`config.mk`:
```
export PLATFORM = sky130hd
export DESIGN_NAME = vx_gfx_dcr_router
export DESIGN_NICKNAME = d
export VERILOG_FILES = /design/src/rtl/VX_gpu_pkg.sv /design/src/rtl/vx_gfx_dcr_fifo.sv /design/src/rtl/vx_gfx_dcr_router.sv
export SDC_FILE = /design/constraint.sdc
export NUM_CORES = 1
export LEC_CHECK = 0
export CORE_UTILIZATION = 32
export CTS_CLUSTER_SIZE = 16
export DETAILED_ROUTE_END_ITERATION = 6
export GPL_TIMING_DRIVEN = 0
export PLACE_DENSITY = 0.79
export REMOVE_ABC_BUFFERS = 1
export SKIP_LAST_GASP = 1
export SLEW_MARGIN = 10
export SYNTH_ARGS = -nofsm -noshare
export SYNTH_HDL_FRONTEND = slang
export SYNTH_SLANG_ARGS = --single-unit
```
`constraint.sdc`:
```
create_clock -name clk -period 1.8 [get_ports clk]
set_input_delay 0.54 -clock clk [delete_from_list [all_inputs] [get_ports clk]]
set_output_delay 0.54 -clock clk [all_outputs]
set_load 0.02 [all_outputs]
```
`src/rtl/VX_gpu_pkg.sv`:
```
// Shared GPU definitions: DCR address/range types and the default graphics-unit DCR windows.
package VX_gpu_pkg;

  localparam int DCR_ADDR_WIDTH = 12;

  typedef logic [DCR_ADDR_WIDTH-1:0] dcr_addr_t;

  // Half-open window: begin_addr <= addr < end_addr
  typedef struct packed {
    dcr_addr_t begin_addr;
    dcr_addr_t end_addr;
  } dcr_range_t;

  localparam dcr_addr_t DCR_RASTER_BEGIN = 12'h100;
  localparam dcr_addr_t DCR_RASTER_END   = 12'h180;
  localparam dcr_addr_t DCR_TEX_BEGIN    = 12'h180;
  localparam dcr_addr_t DCR_TEX_END      = 12'h200;
  localparam dcr_addr_t DCR_OM_BEGIN     = 12'h200;
  localparam dcr_addr_t DCR_OM_END       = 12'h280;

  localparam dcr_range_t DCR_RASTER_RANGE = '{begin_addr: DCR_RASTER_BEGIN, end_addr: DCR_RASTER_END};
  localparam dcr_range_t DCR_TEX_RANGE    = '{begin_addr: DCR_TEX_BEGIN,    end_addr: DCR_TEX_END};
  localparam dcr_range_t DCR_OM_RANGE     = '{begin_addr: DCR_OM_BEGIN,     end_addr: DCR_OM_END};

endpackage

```
`src/rtl/vx_gfx_dcr_fifo.sv`:
```
// Per-unit DCR write buffer, 1-cycle push-to-head latency.
// Backpressure: full stays high during a same-cycle pop; the caller must not push when full or pop when empty.
module vx_gfx_dcr_fifo
  import VX_gpu_pkg::*;
#(
  parameter int WIDTH = 44,
  parameter int DEPTH = 4
) (
  input  logic             clk,
  input  logic             reset,
  input  logic             push,
  input  logic [WIDTH-1:0] push_data,
  input  logic             pop,
  output logic [WIDTH-1:0] head,
  output logic             full,
  output logic             empty
);

  localparam int PW = $clog2(DEPTH);
  localparam logic [PW:0] FULL_CNT = DEPTH[PW:0];

  logic [WIDTH-1:0] mem [DEPTH];
  logic [PW-1:0]    wr_ptr;
  logic [PW-1:0]    rd_ptr;
  logic [PW:0]      count;

  // Storage is cleared too, so head is never X after reset
  always_ff @(posedge clk) begin
    if (reset) begin
      wr_ptr <= '0;
      rd_ptr <= '0;
      count  <= '0;
      for (int i = 0; i < DEPTH; i++) mem[i] <= '0;
    end else begin
      if (push) begin
        mem[wr_ptr] <= push_data;
        wr_ptr      <= wr_ptr + PW'(1);
      end
      if (pop) rd_ptr <= rd_ptr + PW'(1);
      case ({push, pop})
        2'b10:   count <= count + (PW+1)'(1);
        2'b01:   count <= count - (PW+1)'(1);
        default: count <= count;
      endcase
    end
  end

  assign head  = mem[rd_ptr];
  assign full  = (count == FULL_CNT);
  assign empty = (count == '0);

endmodule

```
`src/rtl/vx_gfx_dcr_router.sv`:
```
// Routes DCR writes by address window to per-unit FIFOs (broadcast on overlap); 1-cycle latency to dcr_out_valid.
// Backpressure: dcr_in_ready drops when any matching unit FIFO is full; outputs drain whenever the unit is unlocked.
module vx_gfx_dcr_router
  import VX_gpu_pkg::*;
#(
  parameter int NUM_UNITS  = 3,
  parameter int ADDR_WIDTH = 12,
  parameter int DATA_WIDTH = 32,
  parameter int FIFO_DEPTH = 4,
  parameter logic [NUM_UNITS*ADDR_WIDTH-1:0] RANGE_BEGIN = '0,
  parameter logic [NUM_UNITS*ADDR_WIDTH-1:0] RANGE_END   = '0,
  parameter int CNT_WIDTH  = 16
) (
  input  logic                             clk,
  input  logic                             reset,
  input  logic                             dcr_in_valid,
  output logic                             dcr_in_ready,
  input  logic [ADDR_WIDTH-1:0]            dcr_in_addr,
  input  logic [DATA_WIDTH-1:0]            dcr_in_data,
  input  logic [NUM_UNITS-1:0]             unit_lock,
  output logic [NUM_UNITS-1:0]             dcr_out_valid,
  output logic [NUM_UNITS*ADDR_WIDTH-1:0]  dcr_out_addr,
  output logic [NUM_UNITS*DATA_WIDTH-1:0]  dcr_out_data,
  output logic [NUM_UNITS-1:0]             pending,
  output logic [CNT_WIDTH-1:0]             unmapped_count
);

  localparam int EW = ADDR_WIDTH + DATA_WIDTH;

  if ((FIFO_DEPTH < 2) || ((FIFO_DEPTH & (FIFO_DEPTH - 1)) != 0)) begin : g_bad_depth
    $error("vx_gfx_dcr_router: FIFO_DEPTH must be a power of two >= 2");
  end

  // An all-zero window marks an unused unit and is exempt from the ordering check
  for (genvar u = 0; u < NUM_UNITS; u++) begin : g_range_chk
    if ((RANGE_BEGIN[u*ADDR_WIDTH +: ADDR_WIDTH] != '0 || RANGE_END[u*ADDR_WIDTH +: ADDR_WIDTH] != '0) &&
        !(RANGE_BEGIN[u*ADDR_WIDTH +: ADDR_WIDTH] < RANGE_END[u*ADDR_WIDTH +: ADDR_WIDTH])) begin : g_bad_range
      $error("vx_gfx_dcr_router: RANGE_BEGIN must be below RANGE_END for every unit");
    end
  end

  logic [NUM_UNITS-1:0] hit;
  logic [NUM_UNITS-1:0] full;
  logic [NUM_UNITS-1:0] empty;
  logic [NUM_UNITS-1:0] push;
  logic                 accept;

  always_comb begin
    hit = '0;
    for (int u = 0; u < NUM_UNITS; u++) begin
      hit[u] = (dcr_in_addr >= RANGE_BEGIN[u*ADDR_WIDTH +: ADDR_WIDTH]) &&
               (dcr_in_addr <  RANGE_END[u*ADDR_WIDTH +: ADDR_WIDTH]);
    end
  end

  // All-or-none: one full target blocks the whole broadcast; unmapped writes always sink
  assign dcr_in_ready  = ~|(hit & full);
  assign accept        = dcr_in_valid && dcr_in_ready;
  assign push          = {NUM_UNITS{accept}} & hit;
  assign dcr_out_valid = ~empty & ~unit_lock;
  assign pending       = ~empty;

  for (genvar u = 0; u < NUM_UNITS; u++) begin : g_unit
    logic [EW-1:0] head;

    vx_gfx_dcr_fifo #(
      .WIDTH (EW),
      .DEPTH (FIFO_DEPTH)
    ) u_fifo (
      .clk       (clk),
      .reset     (reset),
      .push      (push[u]),
      .push_data ({dcr_in_addr, dcr_in_data}),
      .pop       (dcr_out_valid[u]),
      .head      (head),
      .full      (full[u]),
      .empty     (empty[u])
    );

    assign dcr_out_addr[u*ADDR_WIDTH +: ADDR_WIDTH] = head[EW-1 -: ADDR_WIDTH];
    assign dcr_out_data[u*DATA_WIDTH +: DATA_WIDTH] = head[DATA_WIDTH-1:0];
  end

  always_ff @(posedge clk) begin
    if (reset) begin
      unmapped_count <= '0;
    end else if (accept && (hit == '0) && (unmapped_count != '1)) begin
      unmapped_count <= unmapped_count + CNT_WIDTH'(1);
    end
  end

endmodule

```
==> results.py, run 1 <==
metrics = {
    "worst_setup_path": {
        "r2r_start": "unmapped_count[1]",
        "crit_path_start": "g_unit[2].u_fifo.count[0]",
        "worst-endpoint-required_ps": 1260,
        "crit_path_max_fanout": 5,
        "worst_setup_path_start_kind": "flop",
        "critical_path.endpoint_type": "primary output",
        "reg2reg_to": "unmapped_count[0]",
        "worst_ep_arrival_time_ps": 1210,
        "path_depth_of_the_worst_reg2reg_path": 5,
        "ff2ff_setup_slack_ps": 80,
        "critical_path_class": "flop to primary output",
    },
    "synth": {
        "syn-cell-area_um2": 2320,
        "yosys_register_bits": 25,
        "synth_area_leaders": "sky130_fd_sc_hd__buf_4 44%, sky130_fd_sc_hd__dfxtp_1 22%, sky130_fd_sc_hd__ha_1 3.8%",
        "syn-instance-count": 289,
        "synth.lib_cells_used.distinct": 39,
        "syn_area_per_cell_um2": 8.04,
        "ys_seq_area_frac": 0.216,
        "area_share_of_the_largest_cell_type_after_synthesis": 0.440,
        "yosysWarnings": 0,
        "synth_top_area_cell": "sky130_fd_sc_hd__buf_4",
    },
    "grt": {
        "grt_antenna_before_repair": 0,
        "grt_first_pass_wirelength_um": 5400,
        "number_of_global_route_vias_before_repair": 1206,
        "grt_start_max_net_pins": 29,
        "grt_overflow": 0,
        "grt_use_total": 0.0881,
    },
    "floorplan": {
        "core_region_area_um2": 6910,
        "core.rowCount": 30,
        "die_area_um2": 7600,
        "die-height_um": 87.2,
        "ios": 205,
        "initial_utilization": 0.336,
        "chipWidth_um": 87.2,
    },
    "clock_network": {
        "htree_levels": 1,
        "total_clock_buffers_created_by_cts": 3,
        "clkSlewWorstSetupHoldPaths_ps": 90,
        "tritoncts": "yes",
        "clk-insertion-delay-late_ps": 270,
        "clock-root-buffer": "sky130_fd_sc_hd__clkbuf_8",
        "cts.sink_count": 25,
        "cts-root-to-sink-buffers": 2,
        "cts.hold.buffers_added": 0,
    },
    "pwr": {
        "power-per-cell-area_nw_per_um2": 930,
        "ir_drop_worst_case_vdd_mv": 0.312,
        "power.static_leakage_nw": 1.19,
    },
    "finish": {
        "most_frequent_cells_in_the_layout": "133 x sky130_fd_sc_hd__conb_1, 21 x sky130_fd_sc_hd__dfxtp_1, 17 x sky130_fd_sc_hd__nor2_1, 17 x sky130_fd_sc_hd__dlygate4sd2_1",
        "syn_to_final_growth_pct": 0.485,
        "layout.cells.most_common": "sky130_fd_sc_hd__conb_1",
        "final_core_util": 0.338,
        "design.final.nets": 379,
        "drive_gt1_frac": 0.125,
        "fillers": 739,
        "multiInputGateArea_um2": 1310,
        "antenna_cells": 0,
        "seqCellArea_um2": 505,
        "final_cell_count_no_fill": 417,
    },
    "placement": {
        "number_of_placed_instances_taps_included": 404,
        "detailedPlacementHpwl_um": 2680,
        "io_buffer_count": 27,
        "gpl.final_weighted_congestion": 0.743,
    },
    "route": {
        "dr_total_vias": 1544,
        "drtPass1Iterations": 4,
        "ant_nets": 0,
        "drc": 0,
        "vias_per_cell": 3.70,
        "drt-wirelength-per-cell_um": 8.66,
        "detail_route.iter0.violations": 18,
        "final_wl_um": 3610,
    },
    "job": {
        "timing.max_cap.violations": 0,
    },
    "sta": {
        "rsz_0062_raised_after_global_routing": "yes",
        "finClkSkew_ps": 5.60,
        "timing.max_slew.rel_slack": 0.332,
        "final_hold_viol_count": 0,
        "finalWorstPathRequiredPeriod_ps": 1750,
        "report.final.setup_viol": 0,
        "achievable-frequency_mhz": 572,
        "count_of_pins_over_their_slew_limit": 0,
        "max_slew.worst_pin.slew_ps": 1000,
        "post-route-period-util": 0.972,
    },
    "min_path": {
        "min_path_type": "flop to flop",
        "hp-start": "g_unit[2].u_fifo.count[1]",
        "min_delay_worst_endpoint": "g_unit[2].u_fifo.count[1]",
        "min_path_cells": 2,
    },
    "status": {
        "status": "completed",
    },
}
how the worst max path moves through the flow:
stage                         endpoint  cells after the start
floorplan           unmapped_count[10]                      5
global placement      dcr_out_valid[2]                      3
detailed placement    dcr_out_valid[2]                      3
CTS                   dcr_out_valid[2]                      3
global route          dcr_out_valid[2]                      4
finish                dcr_out_valid[2]                      4
worst max-delay path, cell delays in order, from the launching register on:
cell and delay, ps:
sky130_fd_sc_hd__dfxtp_2 340, sky130_fd_sc_hd__inv_1 60, sky130_fd_sc_hd__ha_2 200, sky130_fd_sc_hd__a21oi_4 190, sky130_fd_sc_hd__buf_6 150
sequential cells by signal, summed over array words and instances, names as in the netlist:
register	cells
unmapped_count	16
g_unit.u_fifo.count	9
area by class of cell:
class                   count  area share
clock inverters             1     0.00322
inverters                  11      0.0177
well taps                  96      0.0515
flip-flops and latches     25       0.217
clock buffers               3      0.0177
multi-input cells         245       0.559
repair buffers             36       0.134
where the power goes:
group / total, mW / internal [mW] / switching (mW)
clock: 0.348 / 0.157 / 0.190
combinational: 1.14 / 0.402 / 0.738
sequential: 0.683 / 0.644 / 0.0389
total: 2.17 / 1.20 / 0.967
Yosys cell counts:
| library cell | count |
|---|---|
| sky130_fd_sc_hd__nand4_2 | 2 |
| sky130_fd_sc_hd__clkbuf_1 | 2 |
| sky130_fd_sc_hd__nor2b_1 | 2 |
| sky130_fd_sc_hd__mux2_4 | 1 |
| sky130_fd_sc_hd__nand3_1 | 7 |
| sky130_fd_sc_hd__o21ai_0 | 1 |
| sky130_fd_sc_hd__nor4_4 | 1 |
| sky130_fd_sc_hd__nand3_2 | 1 |
| sky130_fd_sc_hd__or4_1 | 4 |
| sky130_fd_sc_hd__nor3_1 | 6 |
| sky130_fd_sc_hd__nand2_1 | 10 |
| sky130_fd_sc_hd__conb_1 | 2 |
| sky130_fd_sc_hd__nand4b_1 | 1 |
| sky130_fd_sc_hd__a21oi_1 | 14 |
| sky130_fd_sc_hd__inv_1 | 11 |
| sky130_fd_sc_hd__a211oi_1 | 3 |
| sky130_fd_sc_hd__nor3_2 | 1 |
| sky130_fd_sc_hd__nor2_1 | 17 |
| sky130_fd_sc_hd__buf_1 | 1 |
| sky130_fd_sc_hd__dfxtp_1 | 25 |
| sky130_fd_sc_hd__buf_4 | 136 |
| sky130_fd_sc_hd__nand4_1 | 3 |
| sky130_fd_sc_hd__o21bai_1 | 1 |
| sky130_fd_sc_hd__and2_1 | 1 |
| sky130_fd_sc_hd__xnor2_1 | 3 |
| sky130_fd_sc_hd__o31ai_1 | 4 |
| sky130_fd_sc_hd__and4b_1 | 1 |
| sky130_fd_sc_hd__mux2i_1 | 2 |
| sky130_fd_sc_hd__nand2b_1 | 3 |
| sky130_fd_sc_hd__nor2b_2 | 1 |
| sky130_fd_sc_hd__a21o_1 | 3 |
| sky130_fd_sc_hd__and3_1 | 4 |
| sky130_fd_sc_hd__and4_1 | 2 |
| sky130_fd_sc_hd__or3_1 | 1 |
| sky130_fd_sc_hd__nor4_1 | 1 |
| sky130_fd_sc_hd__mux2_2 | 1 |
| sky130_fd_sc_hd__a31oi_1 | 2 |
| sky130_fd_sc_hd__ha_1 | 7 |
| sky130_fd_sc_hd__o41ai_1 | 1 |
routing by layer:
metal | share of wire | wire (um) | track usage | vias up
li1 | - | - | - | 751
met1 | 0.39 | 1400 | 0.100 | 703
met2 | 0.55 | 1980 | 0.165 | 88
met3 | 0.063 | 229 | 0.0265 | 2
met4 | 0.0019 | 7 | 0.0104 | 0
met5 | 0 | 0 | 0 | -
what timing repair did:
item | CTS | global route
endpoints found under the setup margin | 32 | 5
buffers inserted | 3 | 6
resized for setup | 54 | 16
hold endpoints to repair | 0 | 0
pin swaps | 1 | 3
per-stage QoR:
step / TNS [ps] / power, mW / hold slack [ps] / area, um^2 / setup slack [ps]
floorplan: 0 / 1.43 / 473 / 1780 / 38.4
global placement: -8590 / 1.69 / 485 / 2170 / -769
detailed placement: -9590 / 1.72 / 502 / 2170 / -769
CTS: -134 / 2.10 / 515 / 2250 / -134
global route: -27.2 / 2.36 / 544 / 2330 / -27.2
finish: 0 / 2.17 / 508 / 2330 / 50.7
kinds of logic after synthesis:
family	after synthesis	share of synthesized area
fa+ha+maj	7	0.0377
other cells	2	0.00323
mux	4	0.0199
simple gates	69	0.173
buf+inv	150	0.462
xor+xnor	3	0.0113
flops	25	0.216
compound gates	29	0.0770
(Power assumes the default switching activity.)
==> run 2, diff against run 1 <==
--- a/config.mk
+++ b/config.mk
@@ -5,6 +5,7 @@
 export SDC_FILE = /design/constraint.sdc
 export NUM_CORES = 1
 export LEC_CHECK = 0
+export CAP_MARGIN = 0
 export CORE_UTILIZATION = 32
 export CTS_CLUSTER_SIZE = 16
 export DETAILED_ROUTE_END_ITERATION = 6
==> constraint.sdc (replaced) <==
create_clock -name clk -period 1.8 [get_ports clk]
set_input_delay 0.54 -clock clk [delete_from_list [all_inputs] [get_ports clk]]
set_output_delay 0.54 -clock clk [all_outputs]
set_load 0.1 [all_outputs]
==> results.py, run 2 (synthesized netlist as in run 1, its figures left out) <==
metrics = {
    "status": {
        "status": "completed",
    },
    "grt": {
        "grt_start_max_net_pins": 29,
        "grt_use_total": 0.0891,
        "grt_overflow": 0,
        "number_of_global_route_vias_before_repair": 1199,
        "grt_first_pass_wirelength_um": 5450,
        "grt_antenna_before_repair": 0,
    },
    "route": {
        "final_wl_um": 3630,
        "vias_per_cell": 3.68,
        "met2_wirelength_um": 1960,
        "route.layer.met1.wl_um": 1440,
        "detail_route.iter0.violations": 25,
        "drtPass1Iterations": 4,
        "dr.max_layer_used": "met4",
        "met3RoutedLength_um": 225,
        "drc": 0,
        "drt-wirelength-per-cell_um": 8.69,
        "dr_total_vias": 1537,
        "ant_nets": 0,
    },
    "clock_network": {
        "tritoncts": "yes",
        "cts-root-to-sink-buffers": 2,
        "htree_levels": 1,
        "clock-root-buffer": "sky130_fd_sc_hd__clkbuf_8",
        "total_clock_buffers_created_by_cts": 3,
        "clk-insertion-delay-late_ps": 270,
        "cts.sink_count": 25,
        "clkSlewWorstSetupHoldPaths_ps": 90,
    },
    "placement": {
        "dpl_cell_area_um2": 2170,
        "detailedPlace.worstSlack_ps": -1300,
        "gpl.final_weighted_congestion": 0.743,
        "detailedPlacementHpwl_um": 2680,
        "io_buffer_count": 27,
    },
    "sta": {
        "timing.max_slew.rel_slack": 0.334,
        "final_hold_viol_count": 0,
        "setup_ws_ps": 4.79,
        "achievable-frequency_mhz": 557,
        "post-route-period-util": 0.997,
        "report.final.setup_viol": 0,
        "count_of_pins_over_their_slew_limit": 0,
        "finalWorstPathRequiredPeriod_ps": 1800,
        "finClkSkew_ps": 5.90,
        "hold-worst-slack_ps": 512,
        "rsz_0062_raised_after_global_routing": "yes",
        "max_slew.worst_pin.slew_ps": 999,
    },
    "finish": {
        "antenna_cells": 0,
        "drive_gt1_frac": 0.205,
        "final_core_util": 0.342,
        "largest_registers": "unmapped_count: 16 flops, g_unit.u_fifo.count: 9 flops",
        "most_frequent_cells_in_the_layout": "133 x sky130_fd_sc_hd__conb_1, 18 x sky130_fd_sc_hd__dfxtp_1, 17 x sky130_fd_sc_hd__nor2_1",
        "post-route-cell-area_um2": 2360,
        "number_of_flip_flops_in_the_largest_register": 16,
        "register_with_the_most_flip_flops": "unmapped_count",
        "syn_to_final_growth_pct": 1.62,
        "layout.cells.most_common": "sky130_fd_sc_hd__conb_1",
        "design.final.nets": 380,
    },
    "worst_setup_path": {
        "worst_path_largest_cell_delay_ps": 350,
        "ff2ff_setup_slack_ps": 60,
        "crit_chain": "inv_2 -> ha_4 -> a21oi_4 -> buf_12",
        "worst-endpoint-required_ps": 1260,
        "worst_ep_arrival_time_ps": 1260,
        "worst_setup_path_start_kind": "flop",
        "crit_slowest_cell": "sky130_fd_sc_hd__dfxtp_2",
        "critical_path.endpoint_type": "primary output",
        "crit_path_max_fanout": 5,
        "reg2reg_to": "unmapped_count[0]",
        "r2r_start": "unmapped_count[1]",
        "path_depth_of_the_worst_reg2reg_path": 5,
        "critical_path_class": "flop to primary output",
    },
    "min_path": {
        "min_delay_worst_endpoint": "g_unit[2].u_fifo.count[1]",
        "min_path_cells": 2,
        "min_path_type": "flop to flop",
        "hp-start": "g_unit[2].u_fifo.count[1]",
    },
    "floorplan": {
        "die_area_um2": 7600,
        "ios": 205,
        "die-height_um": 87.2,
        "chipWidth_um": 87.2,
        "core_region_area_um2": 6910,
        "core.rowCount": 30,
        "initial_utilization": 0.336,
    },
    "pwr": {
        "switching_power_mw": 2.60,
        "power.static_leakage_nw": 1.15,
        "power-per-cell-area_nw_per_um2": 1680,
        "ir_drop_worst_case_vdd_mv": 0.387,
        "sequentialPowerShare": 0.176,
        "power.clock.fraction": 0.087,
        "share_comb_of_total_power": 0.737,
        "netSwitchingFraction": 0.656,
        "pint_mw": 1.37,
    },
    "job": {
        "timing.max_cap.violations": 0,
    },
}
==> run 2: cell count changes in the layout (fill, tap and decap cells not counted), moves of 5 or more <==
| cell | previous run | this run |
|---|---|---|
| sky130_fd_sc_hd__dlygate4sd2_1 | 17 | 3 |
| sky130_fd_sc_hd__buf_2 | 3 | 11 |
| sky130_fd_sc_hd__inv_1 | 11 | 6 |
| sky130_fd_sc_hd__clkbuf_4 | 0 | 5 |
| sky130_fd_sc_hd__inv_2 | 0 | 5 |
==> run 2: worst max-delay path: cells and delay by family (launching register included) <==
family | cells | cell delay, ps
adder cells (fa/ha/maj) | 1 | 160
buffers and inverters | 2 | 260
flip-flops | 1 | 350
AO/OA/AOI/OAI | 1 | 210
==> run 2: layout make-up <==
class / instances / area [um^2]
fillers: 729 / 4550
multi-input cells: 245 / 1340
flip-flops and latches: 25 / 509
repair buffers: 37 / 303
well taps: 96 / 120
clock buffers: 3 / 41.3
inverters: 11 / 41.3
clock inverters: 1 / 7.51
==> run 2: what timing repair did <==
item                       in CTS  in global routing
resized for setup             139                 28
buffers inserted                3                  7
pin swaps                       2                  7
hold buffers                    0                  0
setup endpoints to repair      32                 14
==> run 2: stage by stage <==
stage / instances / total power, mW / TNS (ps)
floorplan: 281 / 3.02 / -16700
global placement: 404 / 3.27 / -16710
detailed placement: 404 / 3.30 / -17870
CTS: 411 / 3.82 / -244
global route: 418 / 4.16 / -59.3
finish: 418 / 3.97 / 0
==> run 2: worst max path at each step <==
stage	start	endpoint	slack, ps	depth (start not counted)
global route	g_unit[2].u_fifo.count[0]	dcr_out_valid[2]	-50	4
global placement	unit_lock[2]	dcr_out_valid[2]	-1300	3
CTS	g_unit[2].u_fifo.count[0]	dcr_out_valid[2]	-240	4
floorplan	g_unit[0].u_fifo.count[0]	dcr_out_valid[0]	-1010	3
finish	g_unit[2].u_fifo.count[0]	dcr_out_valid[2]	5	4
detailed placement	unit_lock[2]	dcr_out_valid[2]	-1300	3
==> run 2: power by group through the flow <==
stage / Clock [mW] / Combinational [mW] / Sequential [mW]
6_report: 0.346 / 2.92 / 0.698
4_1_cts: 0.363 / 2.78 / 0.683
3_5_place_dp: 0 / 2.61 / 0.694
2_1_floorplan: 0 / 2.30 / 0.716
3_3_place_gp: 0 / 2.58 / 0.687
5_1_grt: 0.394 / 3.06 / 0.706
==> run 2: layer usage <==
layer | track usage | vias up
met5 | 0 | -
met4 | 0.0104 | 0
met3 | 0.0256 | 2
met2 | 0.166 | 89
met1 | 0.103 | 694
li1 | - | 752
